## src/rtl/multicycle_ctrl.sv

```systemverilog
// Multi-cycle RV64I control unit: sequences FETCH/DECODE/EXEC/MEM/WB with
// req/ack handshakes, memory-wait watchdog, illegal-opcode trap and instret.
module multicycle_ctrl #(
    parameter int MEM_TIMEOUT = 15,
    parameter int WAIT_W      = 4,
    parameter int CNT_W       = 32
) (
    input  logic             clk,
    input  logic             rstn,
    input  logic [31:0]      inst,
    input  logic             br_taken,
    input  logic             imem_ack,
    input  logic             dmem_ack,
    output logic             imem_req,
    output logic             dmem_req,
    output logic             dmem_we,
    output logic             ir_we,
    output logic             pc_we,
    output logic             reg_we,
    output logic [2:0]       state,
    output logic             halted,
    output logic [1:0]       trap_cause,
    output logic [CNT_W-1:0] instret
);

    typedef enum logic [2:0] {
        S_FETCH  = 3'd0,
        S_DECODE = 3'd1,
        S_EXEC   = 3'd2,
        S_MEM    = 3'd3,
        S_WB     = 3'd4,
        S_TRAP   = 3'd5
    } state_t;

    localparam logic [6:0] OP_LOAD   = 7'b0000011;
    localparam logic [6:0] OP_STORE  = 7'b0100011;
    localparam logic [6:0] OP_BRANCH = 7'b1100011;
    localparam logic [6:0] OP_JAL    = 7'b1101111;
    localparam logic [6:0] OP_JALR   = 7'b1100111;
    localparam logic [6:0] OP_IMM    = 7'b0010011;
    localparam logic [6:0] OP_OP     = 7'b0110011;
    localparam logic [6:0] OP_IMM32  = 7'b0011011;
    localparam logic [6:0] OP_OP32   = 7'b0111011;
    localparam logic [6:0] OP_LUI    = 7'b0110111;
    localparam logic [6:0] OP_AUIPC  = 7'b0010111;

    localparam bit                WD_EN = (MEM_TIMEOUT != 0);
    localparam logic [WAIT_W-1:0] TMO   = WAIT_W'(MEM_TIMEOUT);

    state_t            st;
    logic [WAIT_W-1:0] wait_cnt;
    logic [6:0]        opcode;
    logic              is_load, is_store, is_branch, legal;
    logic              tmo_hit, wait_sat;
    logic              unused_bits;

    assign opcode    = inst[6:0];
    assign is_load   = (opcode == OP_LOAD);
    assign is_store  = (opcode == OP_STORE);
    assign is_branch = (opcode == OP_BRANCH);

    // Opcode legality check; everything outside the RV64I base set traps
    always_comb begin
        unique case (opcode)
            OP_LOAD, OP_STORE, OP_BRANCH, OP_JAL, OP_JALR,
            OP_IMM, OP_OP, OP_IMM32, OP_OP32, OP_LUI, OP_AUIPC: legal = 1'b1;
            default:                                            legal = 1'b0;
        endcase
    end

    assign tmo_hit  = WD_EN && (wait_cnt == TMO);
    assign wait_sat = (wait_cnt == {WAIT_W{1'b1}});

    // Strobes decode straight from state/inputs; gating with rstn keeps them
    // all low while reset is held even though the state sits in FETCH.
    assign imem_req = rstn && (st == S_FETCH);
    assign ir_we    = rstn && (st == S_FETCH) && imem_ack;
    assign dmem_req = rstn && (st == S_MEM);
    assign dmem_we  = rstn && (st == S_MEM) && is_store;
    assign reg_we   = rstn && (st == S_WB) && (inst[11:7] != 5'd0);
    assign pc_we    = rstn && (((st == S_EXEC) && is_branch) ||
                               ((st == S_MEM) && dmem_ack && is_store) ||
                               (st == S_WB));
    assign halted   = (st == S_TRAP);
    assign state    = st;

    // Branch outcome and upper instruction bits only matter to the datapath
    assign unused_bits = ^{inst[31:12], br_taken};

    // Main sequencer: state, watchdog counter and trap cause
    always_ff @(posedge clk or negedge rstn) begin
        if (!rstn) begin
            st         <= S_FETCH;
            wait_cnt   <= '0;
            trap_cause <= 2'd0;
        end else begin
            unique case (st)
                S_FETCH: begin
                    if (imem_ack) begin
                        st       <= S_DECODE;
                        wait_cnt <= '0;
                    end else if (tmo_hit) begin
                        st         <= S_TRAP;
                        trap_cause <= 2'd1;
                        wait_cnt   <= '0;
                    end else if (!wait_sat) begin
                        wait_cnt <= wait_cnt + 1'b1;
                    end
                end
                S_DECODE: begin
                    wait_cnt <= '0;
                    if (legal) begin
                        st <= S_EXEC;
                    end else begin
                        st         <= S_TRAP;
                        trap_cause <= 2'd2;
                    end
                end
                S_EXEC: begin
                    wait_cnt <= '0;
                    if (is_load || is_store) st <= S_MEM;
                    else if (is_branch)      st <= S_FETCH;
                    else                     st <= S_WB;
                end
                S_MEM: begin
                    if (dmem_ack) begin
                        st       <= is_store ? S_FETCH : S_WB;
                        wait_cnt <= '0;
                    end else if (tmo_hit) begin
                        st         <= S_TRAP;
                        trap_cause <= 2'd3;
                        wait_cnt   <= '0;
                    end else if (!wait_sat) begin
                        wait_cnt <= wait_cnt + 1'b1;
                    end
                end
                S_WB: begin
                    wait_cnt <= '0;
                    st       <= S_FETCH;
                end
                S_TRAP: begin
                    st <= S_TRAP;
                end
                default: begin
                    st       <= S_FETCH;
                    wait_cnt <= '0;
                end
            endcase
        end
    end

    // Retired-instruction counter: one tick per committed PC, wraps naturally
    always_ff @(posedge clk or negedge rstn) begin
        if (!rstn)      instret <= '0;
        else if (pc_we) instret <= instret + 1'b1;
    end

endmodule
```

## config.mk

```make
export PLATFORM = sky130hd
export DESIGN_NAME = multicycle_ctrl
export DESIGN_NICKNAME = d
export VERILOG_FILES = /design/src/rtl/multicycle_ctrl.sv
export SDC_FILE = /design/constraint.sdc
export NUM_CORES = 1
export LEC_CHECK = 0
export BUFFER_PORTS_ARGS = -buffer_cell sky130_fd_sc_hd__buf_2
export CORE_ASPECT_RATIO = 0.5
export CORE_MARGIN = 1.5
export CORE_UTILIZATION = 28
export CTS_CLUSTER_SIZE = 30
export DETAILED_ROUTE_END_ITERATION = 10
export PLACE_DENSITY = 0.51
export SLEW_MARGIN = 20
export SYNTH_ARGS = -nofsm -noshare
export SYNTH_HDL_FRONTEND = slang
export SYNTH_SLANG_ARGS = --single-unit
```

## constraint.sdc

```tcl
create_clock -name clk -period 2.2 [get_ports clk]
set_input_delay 0.11 -clock clk [delete_from_list [all_inputs] [get_ports clk]]
set_output_delay 0.11 -clock clk [all_outputs]
set_load 0.005 [all_outputs]
```

==> out/qor.txt <==
outcome = completed
Num CTS Buffers = 5
Achievable Freq = 500 MHz
vias after detailed routing = 1954
ratio of cells with drive above 1 in the final layout = 30.2%
largest driver fanout on the critical path = 6
number of buffers inserted by port buffering = 59
Tightest Pin Transition = 0.524 ns
number of nets at the end of the flow = 339
count of routing violations after the opening detailed-route iteration = 105
detailed-placement wirelength estimate = 4220 um
tightest hold margin = 0.177 ns
number of enable-type register cells in the synthesized netlist = 0
synthesis warning total = 0
setup skew after layout = 0.00336 ns
Top Ports = 81
NetSw = 0.000637 W
number of fill cells in the layout = 802
fin crit share = 90.9%
clock slew seen by the registers of the worst setup and hold paths = 0.06 ns
WL/cell = 13.5 um
Final Max Slew Viols = 0
grt total ovfl = 0
type of element launching the critical path = register
Clock Sinks = 41
sequential cell fraction of total power = 39.1%
Most used DFF post-synth = sky130_fd_sc_hd__dfrtp_1
Worst Setup Path Type = register to register
sequential share of the synthesized area = 45.7%
Hold Crit Class = input port to register
aggregate negative setup slack = 0 ns
endpoint type of the worst setup path = register
global-route wire length before repair = 9300 um
number of standard-cell rows in the floorplan = 22
iteration count of the initial detailed-routing pass = 5
number of nets with antenna violations after routing = 0
post-layout min period = 2.00 ns
area overhead of the layout relative to synthesis = 30.0%
number of failing setup endpoints in the final timing report = 0
total track usage = 13.6%
count of endpoints failing hold in the final timing report = 0
# H-tree levels = 2
final weighted congestion of routability-driven global placement = 0.730
largest net degree at the start of global routing = 37
required arrival time at the worst endpoint = 2.40 ns
Max clock buf depth = 2
Switching Share = 27.9%
final wirelength = 5530 um
clock power share = 37.1%
power density over the cells = 781 mW/mm^2
Vias per Instance = 4.78
worst-case vdd ir drop = 278 uV
initial antenna violation count = 0
synthesized flop and latch total = 41
cell area after synthesis = 0.00225 sq mm
unrepaired setup endpoints after global routing = false
MaxCap Viol Count = 0
worst slew margin relative to its limit = 65.0%
chip height = 66.3 um
Clock Tree Root = sky130_fd_sc_hd__clkbuf_16
Synth cell types = 43
starting density of the core = 29.8%
net count of the mapped netlist = 265
Synth async-reset ratio = 100%
design internal power = 0.00164 W
Std-Cell Core Area = 0.00754 sq mm
vias in the first global route = 1917
horizontal extent of the die = 130 um
P_leak = 1.45 nW
Mapped Cells = 226
number of diodes added for antenna fixing = 0
mean area per synthesized cell = 9.94 sq um
TritonCTS clock tree = done
portion of total power attributed to combinational logic = 23.8%
total die area = 0.00860 sq mm
critical path data arrival time = 2.20 ns
source-to-sink clock delay at the later pin of the worst-skew pair = 0.28 ns
Post-route DRC = 0
[synthesized netlist by cell type (all sizes together), types with 2 or more instances]
| master | count | area share (%) |
|---|---|---|
| o22a | 3 | 1.2 |
| a22o | 2 | 0.78 |
| o211ai | 2 | 0.67 |
| a21oi | 6 | 1.3 |
| and2 | 5 | 1.4 |
| a211o | 2 | 0.78 |
| nor3 | 8 | 1.8 |
| xnor2 | 14 | 5.5 |
| o21ai | 7 | 1.7 |
| nand2b | 5 | 1.4 |
| or2 | 2 | 0.56 |
| inv | 8 | 1.3 |
| o2111ai | 2 | 0.78 |
| and3b | 2 | 0.78 |
| buf | 3 | 1.2 |
| ha | 2 | 1.1 |
| and4 | 2 | 0.89 |
| nor4 | 8 | 3.6 |
| dfrtp | 41 | 46 |
| nand3b | 4 | 1.3 |
| nor2b | 2 | 0.56 |
| and3 | 6 | 1.7 |
| nand2 | 16 | 2.7 |
| or3 | 3 | 0.84 |
| clkbuf | 3 | 0.50 |
| nand4 | 9 | 2.5 |
| nand3 | 17 | 4.3 |
| xor2 | 18 | 7.0 |
| nor2 | 15 | 2.5 |
[logic make-up after synthesis]
group	share of synthesized area, %
compound gates	9.47
flops	45.7
mux	0.501
simple gates	27.7
xor+xnor	12.5
buf+inv	3.06
fa+ha+maj	1.11
[final cells by class]
| class | instances | area [sq um] | area share, % |
|---|---|---|---|
| Multi-Input combinational cell | 171 | 1150 | 39.5 |
| Sequential cell | 41 | 1030 | 35.1 |
| Timing Repair Buffer | 73 | 403 | 13.8 |
| Clock buffer | 7 | 143 | 4.88 |
| Tap cell | 108 | 135 | 4.63 |
| Clock inverter | 1 | 30.0 | 1.03 |
| Inverter | 8 | 30.0 | 1.03 |
[power by group through the flow]
stage | Clock, W | Combinational, W | Sequential [W]
global placement | 0 | 0.000538 | 0.000900
floorplan | 0 | 0.000287 | 0.000906
finish | 0.000846 | 0.000542 | 0.000893
global route | 0.000896 | 0.000618 | 0.000905
detailed placement | 0 | 0.000546 | 0.000907
CTS | 0.000865 | 0.000551 | 0.000893
[per-stage QoR]
stage	instance area, sq um	total power [W]	worst slack, ns	utilization (%)	std cells
floorplan	2250	0.00119	0.343	-	226
finish	2920	0.00228	0.200	38.7	409
CTS	2920	0.00231	0.103	38.7	409
detailed placement	2740	0.00145	0.110	36.3	400
global route	2920	0.00242	0.0536	38.7	409
global placement	2740	0.00144	0.139	36.3	400
[sequential cells by signal (all words and copies together), names as in the netlist]
register / cells
trap_cause: 2
state: 3
instret: 32
wait_cnt: 4
[critical path: stages (launching register included)]
cell	delay [ns]
sky130_fd_sc_hd__dfrtp_1	0.40
sky130_fd_sc_hd__nand2b_1	0.18
sky130_fd_sc_hd__a2111oi_1	0.51
sky130_fd_sc_hd__buf_4	0.20
sky130_fd_sc_hd__o2111ai_1	0.11
sky130_fd_sc_hd__buf_4	0.18
sky130_fd_sc_hd__nor3_1	0.17
sky130_fd_sc_hd__xor2_1	0.18
[cell usage in the layout, fill, tap and decap left out, drive strengths merged, types with 3 or more instances in the layout]
cell type  count
nor3           8
nor4           8
nand3b         4
nand4          9
o21ai          7
inv            8
clkbuf         7
nand2         16
nand3         17
o22a           3
a21oi          6
dfrtp         41
xnor2         14
xor2          18
and3           6
nand2b         5
and2           5
buf           72
nor2          15
or3            3
[timing repair]
| action | in CTS | in global routing |
|---|---|---|
| endpoints found under the hold margin | 7 | 0 |
| endpoints found under the setup margin | 0 | 7 |
| gates resized for setup | 0 | 2 |
| hold buffers | 1 | 0 |
| buffers inserted | 0 | 0 |
[final timing paths]
| path | from | to | slack, ns | cells after the start |
|---|---|---|---|---|
| max in group asynchronous | rstn | instret[4]$_DFFE_PN0P_ | 1.22 | 4 |
| worst max-delay path | state[0]$_DFF_PN0_ | instret[27]$_DFFE_PN0P_ | 0.20 | 7 |
| worst min register to register | instret[31]$_DFFE_PN0P_ | instret[31]$_DFFE_PN0P_ | 0.47 | 1 |
| worst max register to register | state[0]$_DFF_PN0_ | instret[27]$_DFFE_PN0P_ | 0.20 | 7 |
| worst min-delay path | imem_ack | trap_cause[1]$_DFFE_PN0P_ | 0.18 | 3 |
| min in group asynchronous | rstn | instret[0]$_DFFE_PN0P_ | 0.32 | 3 |
[metal layers]
metal	vias to the layer above	GRT usage (%)	routed length, um
li1	962	-	-
met1	948	18.8	2810
met2	40	21.7	2490
met3	4	3.24	196
met4	0	2.92	31
met5	-	0	0
(Power assumes the default switching activity.)
